<file path="src/rtl/instr_loader.sv">
// Program loader: assembles big-endian 32-bit words from a byte stream and writes them to instruction memory.
// Latency: 4th byte accepted at edge t -> wr_en high for cycle t..t+1; at most one word per 5 cycles.
// Backpressure: byte_ready drops outside LEN_HI/LEN_LO/DATA (including the WRITE cycle); the producer holds its byte.
//
// Ports:
//   clk, reset (async active-low)  | start: one-cycle pulse beginning a load
//   byte_in/byte_valid/byte_ready  : stream in (LEN_HI, LEN_LO, then 4*N bytes, MSB first)
//   wr_en/wr_addr/wr_data          : instruction memory write port, one strobe per word
//   busy/done/error/cpu_hold       : load status; done and error are sticky until the next start
//   word_count                     : words written in the current or last load
module instr_loader #(
  parameter logic [31:0] BASE_ADDR   = 32'h0000_0000,
  parameter int          DEPTH_WORDS = 64,
  parameter int          TIMEOUT     = 1024
) (
  input  logic        clk,
  input  logic        reset,
  input  logic        start,
  input  logic [7:0]  byte_in,
  input  logic        byte_valid,
  output logic        byte_ready,
  output logic        wr_en,
  output logic [31:0] wr_addr,
  output logic [31:0] wr_data,
  output logic        busy,
  output logic        done,
  output logic        error,
  output logic        cpu_hold,
  output logic [15:0] word_count
);

  typedef enum logic [2:0] {
    S_IDLE,
    S_LEN_HI,
    S_LEN_LO,
    S_DATA,
    S_WRITE,
    S_DONE,
    S_ERR
  } state_t;

  localparam logic [15:0] DEPTH_N = 16'(DEPTH_WORDS);
  localparam logic [31:0] TO_LAST = 32'(TIMEOUT - 1);
  localparam bit          TO_EN   = (TIMEOUT != 0);

  state_t      state, state_nxt;
  logic [15:0] len;
  logic [31:0] word_reg;
  logic [1:0]  byte_idx;
  logic [31:0] idle_cnt;
  logic        xfer;
  logic        load_start;
  logic        timeout_hit;
  logic [15:0] len_new;

  always_comb begin
    byte_ready  = (state == S_LEN_HI) || (state == S_LEN_LO) || (state == S_DATA);
    xfer        = byte_valid && byte_ready;
    // start is only honoured when no load is running
    load_start  = start && ((state == S_IDLE) || (state == S_DONE) || (state == S_ERR));
    // idle_cnt holds the number of idle edges so far; this edge would be number TIMEOUT
    timeout_hit = TO_EN && byte_ready && !xfer && (idle_cnt == TO_LAST);
    len_new     = {len[15:8], byte_in};
    state_nxt   = state;
    case (state)
      S_IDLE, S_DONE, S_ERR: begin
        if (load_start) state_nxt = S_LEN_HI;
      end
      S_LEN_HI: begin
        if (xfer)             state_nxt = S_LEN_LO;
        else if (timeout_hit) state_nxt = S_ERR;
      end
      S_LEN_LO: begin
        if (xfer) begin
          if (len_new == 16'd0)         state_nxt = S_DONE;
          else if (len_new > DEPTH_N)   state_nxt = S_ERR;
          else                          state_nxt = S_DATA;
        end else if (timeout_hit) begin
          state_nxt = S_ERR;
        end
      end
      S_DATA: begin
        if (xfer && (byte_idx == 2'd3)) state_nxt = S_WRITE;
        else if (timeout_hit)           state_nxt = S_ERR;
      end
      S_WRITE: begin
        if ((word_count + 16'd1) == len) state_nxt = S_DONE;
        else                             state_nxt = S_DATA;
      end
      default: state_nxt = S_IDLE;
    endcase
  end

  always_ff @(posedge clk or negedge reset) begin
    if (!reset) state <= S_IDLE;
    else        state <= state_nxt;
  end

  always_ff @(posedge clk or negedge reset) begin
    if (!reset) begin
      len        <= 16'd0;
      word_reg   <= 32'd0;
      byte_idx   <= 2'd0;
      idle_cnt   <= 32'd0;
      word_count <= 16'd0;
      wr_addr    <= BASE_ADDR;
    end else begin
      if (byte_ready) idle_cnt <= xfer ? 32'd0 : idle_cnt + 32'd1;
      else            idle_cnt <= 32'd0;

      if (load_start) begin
        word_count <= 16'd0;
        wr_addr    <= BASE_ADDR;
        byte_idx   <= 2'd0;
      end

      if (xfer) begin
        case (state)
          S_LEN_HI: len[15:8] <= byte_in;
          S_LEN_LO: begin
            len[7:0] <= byte_in;
            byte_idx <= 2'd0;
          end
          S_DATA: begin
            word_reg <= {word_reg[23:0], byte_in};
            byte_idx <= byte_idx + 2'd1;
          end
          default: ;
        endcase
      end

      if (state == S_WRITE) begin
        word_count <= word_count + 16'd1;
        wr_addr    <= wr_addr + 32'd4;
      end
    end
  end

  // Status is a pure function of state, so done/error stay put until the next start.
  assign wr_en    = (state == S_WRITE);
  assign wr_data  = word_reg;
  assign busy     = (state == S_LEN_HI) || (state == S_LEN_LO) || (state == S_DATA) || (state == S_WRITE);
  assign done     = (state == S_DONE);
  assign error    = (state == S_ERR);
  assign cpu_hold = (state != S_DONE);

endmodule

</file>
<file path="config.mk">
export PLATFORM = sky130hd
export DESIGN_NAME = instr_loader
export DESIGN_NICKNAME = d
export VERILOG_FILES = /design/src/rtl/instr_loader.sv
export SDC_FILE = /design/constraint.sdc
export NUM_CORES = 1
export LEC_CHECK = 0
export ABC_AREA = 0
export CORE_MARGIN = 2
export CORE_UTILIZATION = 49
export CTS_CLUSTER_DIAMETER = 200
export DETAILED_ROUTE_END_ITERATION = 8
export GPL_TIMING_DRIVEN = 0
export PLACE_DENSITY = 0.8
export SETUP_SLACK_MARGIN = 0.3
export SLEW_MARGIN = 20
export SYNTH_ARGS = -nofsm -noshare
export SYNTH_HDL_FRONTEND = slang
export SYNTH_SLANG_ARGS = --single-unit
</file>
<file path="constraint.sdc">
create_clock -name clk -period 2.2 [get_ports clk]
set_input_delay 0.44 -clock clk [delete_from_list [all_inputs] [get_ports clk]]
set_output_delay 0.44 -clock clk [all_outputs]
set_load 0.02 [all_outputs]
</file>
# Yosys cells after proc, flatten, opt, wreduce, memory -nomap -nowiden
# Index checks and enable logic that the tools add are counted.
# totals
ff_bits,133
input_bits,12
out_inout_bits,86
wordCells,60
# op_classes
addsub,4
order_cmp,1
eq_ne,11
mux,18
n_reduce_logical,18
# op_table
cell,n
$mux 32,4
$add 32x1->32 const B,1
$add 32x3->32 const B,1
$eq 32x10->1 const B,1
$mux 16,2
$mux 3,8
$add 16x1->16 const B,1
$eq 16x16->1,1
$gt 16x7->1 const B,1
$logic_not 16->1,1
$pmux 3 s5,1
$eq 3x3->1 const B,3
$eq 3x2->1 const B,2
$reduce_and 2->1,3
$logic_and 1x1->1,5
$logic_or 1x1->1,5
$mux 2,2
$pmux 2 s2,1
$eq 3x1->1 const B,1
$logic_not 3->1,1
$ne 3x3->1 const B,1
$reduce_or 3->1,1
$add 2x1->2 const B,1
$eq 2x2->1 const B,1
3 further kinds,3

# Logic depth before layout (Yosys ltp)
# depth
word_depth,10
mapped_depth,9
ltp_nobuf,7

# Least setup slack after synthesis
# No wires, ideal clock.
# synth_path
kind,register to register
start,register word_count[0]
end,register state[2]
setup_time_ps,66
arrival_time_ps,2204
required_time_ps,2134
slack_ps,-71
path_stages_with_launch,8
n_path_buf,0
synth_period_minus_slack_ps,2271
path_cell_list,dfrtp_1 -> ha_1 -> nand3_1 -> or3_1 -> a221oi_1 -> o2111ai_1 -> a2111oi_2 -> a221o_1
# synth_via
elab_chain_len,4
# synth_rtl
element,line_no,text
start: declaration,29,output logic [15:0] word_count
start signal: assignment,133,word_count <= word_count + 16'd1;
$add 16x1->16,87,if ((word_count + 16'd1) == len) state_nxt = S_DONE;
$eq 16x16->1,87,
$mux 3,87,
$pmux 3 s5,65,case (state)
end signal: assignment,96,else state <= state_nxt;
end: declaration,46,"state_t state, state_nxt;"
# No other way between the ends.
# A chain may end at the register's enable or synchronous reset.

# Worst setup path in the final report
# layout_path
start,register state[1]
end,register wr_addr[29]
# layout_via
elab_chain_len,5
elab_cells_between_ends,9
cone_classes,3 x eq/ne; 1 x mux; 5 x reduce/logical
# layout_rtl
element,line_no,text
$eq 3x3->1 or $logic_not 3->1 (tied branches),60,load_start = start && ((state == S_IDLE) || (state == S_DONE) || (state == S_ERR));
$logic_or 1x1->1 (2 in a row),60,
$logic_and 1x1->1,60,
$reduce_bool 2->1 (no source line),--,
end signal: assignment,134,wr_addr <= wr_addr + 32'd4;
end: declaration,23,"output logic [31:0] wr_addr,"
# Parallel ways exist; a longest one is shown, timed or not.

==> results.toml <==
[status]
status = "finished, violations left"
violations = "setup timing"

[power_and_ir_drop]
power_mw = 10.41
p_leak_nw = 4.469
ir_drop_v = 0.0005750
powerDensity_nw_per_um2 = 1081

[finish]
diodes = 0
drive_gt1_share_pct = 32.62
n_fill_cell = 773
utilization_pct = 73.57
fin_area_um2 = 9627
final_nets = 849
areaGrowthSynthToFinish_pct = 48.08
final_cells = 1022

[hold_path]
min_path_type = "input pin to async pin"

[sta]
worst_pin_slew_ns = 0.6717
fin_worst_skew_ns = 0.009699
finalSetupTns_ns = -1.127
setup_slack_ns = -0.2147
timing.fmax_mhz = 414.1
hold_violations = 0
timing.final.crit_share_pct = 109.8
timing.hold.ws_ns = 0.03010
period_needed_ns = 2.415
rsz0062_at_grt = "true"
maxSlewHeadroom_pct = 55.22
slew_violations = 0
finalSetupViolations = 9

[synth]
yosys.area.top_type_share_pct = 50.42
ys_seq_area_share_pct = 50.42
synth_area_um2 = 6501
ys_warn_count = 0
yosysMostFrequentCell = "dfrtp_1"
synth.top_cells.by_area = "dfrtp_1 (50%), mux2_2 (8.3%), o21ai_0 (5.3%), xnor2_1 (3.9%), nor2_1 (3.4%)"
synthArstFlopShare_pct = 100.0
synthCells = 646
syn_avg_cell_area_um2 = 10.06
ys_seq_elements = 131
yosysTopAreaCell = "dfrtp_1"
synthDistinctLibCells = 55
synth_flop_cell = "dfrtp_1"
synthTopCellsByCount = "dfrtp_1 (131), o21ai_0 (69), nor2_1 (59), nand2_1 (49), mux2_2 (48)"
synth_edf_count = 0

[grt]
grt_max_degree = 74
antenna_found_initial = 0
grt_pass1_vias = 6046
grt_first_pass_wirelength_um = 30400
grt.overflow.total = 0
grtUsageTotal_pct = 27.15

[placed_design]
port_buffers = 95
dp_cells = 919
place_hpwl_um = 11700
place_area_um2 = 7823
gp_congestion = 0.9361
place_ws_ns = -0.5930

[clock_tree]
cts-htree-levels = 4
clkLatencyLatePin_ns = 0.43
postCtsHoldBufs = 0
cts_buffers = 17
cts_tree = "done"
cts_root_buffer = "clkbuf_16"
clock_path_buffers = 2
clk_pin_slew_ns = 0.06
cts.sinks = 131

[detailed_routing]
drtPass1Iterations = 9
dr.first_iter.drc_count = 720
ant_nets = 0
viasPerCell = 6.151
totalWireLength_um = 21210
post-route-drc-count = 0
wl_per_cell_um = 20.75
num_vias = 6286

[floorplanning]
dieHeight_um = 119.2
initial_utilization_pct = 49.68
die-area_um2 = 14210
core.rowCount = 42
die_w_um = 119.2
num_io_pins = 98
core_um2 = 13090

[setup_path]
crit_path_end_kind = "flop"
crit_fanout = 6
start_kind = "flop"
cp.arrival_ns = 2.72
critPathLaunch = "state[1]"
rr_worst_depth = 8
critPathRequiredTime_ns = 2.50
crit_type = "flop to flop"
r2r_start = "state[1]"
reg2reg_setup_slack_ns = -0.21
regToRegEndpoint = "wr_addr[29]"

[run]
maxCapViolations = 0
==> worst max-delay path by stage <==
stage,slack [ns],cells past startpoint,endpoint
3_3_place_gp,-4.68,1,word_count[3]
5_1_grt,-0.26,8,wr_addr[31]
2_1_floorplan,0.01,8,wr_addr[31]
6_report,-0.21,8,wr_addr[29]
4_1_cts,-0.1,8,wr_addr[29]
3_5_place_dp,-0.59,7,state[1]
==> layout make-up <==
class / count / area [um2] / share of cell area, %
multi-input cells: 469 / 3595 / 37.34
flip-flops and latches: 131 / 3286 / 34.13
repair buffers: 166 / 1565 / 16.26
clock buffers: 20 / 466.7 / 4.848
plain buffers: 30 / 285.3 / 2.963
well taps: 176 / 220.2 / 2.287
clock inverters: 12 / 128.9 / 1.339
inverters: 18 / 80.08 / 0.8318
==> cells by family after synthesis <==
logic type	share of synthesized area, %
and+or+nand+nor	19.51
DFF	50.42
AOI/OAI and AO/OA	10.74
muxes	8.776
buffers and inverters	3.175
xor gates and xnor gates	6.543
adders and majority gates	0.7699
other	0.05768
==> critical path: stages (launching register included) <==
cell	delay [ns]
dfrtp_1	0.39
buf_6	0.13
or3b_4	0.39
buf_6	0.14
or3_4	0.41
nor4_4	0.27
nand4_4	0.19
o211ai_1	0.25
o31ai_1	0.10
==> sequential cells by signal (all words and copies together) (netlist names) <==
signal      cells
len            16
wr_data        32
wr_addr        30
state           3
byte_idx        2
idle_cnt       32
word_count     16
==> power breakdown <==
part | internal [mW] | switching [mW] | leakage, nW | total [mW]
Combinational | 1.95 | 2.04 | 2.47 | 3.99
Sequential | 2.98 | 0.562 | 1.72 | 3.55
Clock | 1.76 | 1.12 | 0.289 | 2.87
Total | 6.69 | 3.72 | 4.47 | 10.4
==> repair_timing <==
action                                 in CTS  in global routing
buffers inserted                           39                 30
pin swaps                                  23                 24
endpoints found under the hold margin       0                  0
resized for setup                         152                117
gates cloned                                0                  2
setup endpoints to repair                 128                119
==> layer usage <==
metal	global-route usage [%]	vias to the layer above	share of wire, %	wire [um]
li1	-	2704	-	-
met1	30.59	3140	36	7718
met2	48.60	359	53	11160
met3	6.944	83	7.0	1490
met4	11.53	0	3.9	835
met5	0	-	0	0
==> layout by cell type, fill, tap and decap left out, types with 15 or more instances in the layout <==
| cell | synthesis | routed |
|---|---|---|
| dfrtp_1 | 131 | 125 |
| buf_4 | 3 | 63 |
| nor2_1 | 59 | 52 |
| nand2_1 | 49 | 48 |
| mux2_2 | 48 | 48 |
| clkdlybuf4s50_1 | 0 | 39 |
| dlygate4sd2_1 | 0 | 38 |
| o21ai_0 | 69 | 37 |
| xnor2_1 | 29 | 29 |
| nand3_1 | 38 | 26 |
| o21ai_1 | 1 | 21 |
| clkbuf_16 | 0 | 20 |
| nand4_1 | 19 | 19 |
| buf_6 | 1 | 18 |
| xor2_1 | 17 | 17 |
| inv_1 | 17 | 15 |
Note: power is estimated with default switching activity, not from simulation.
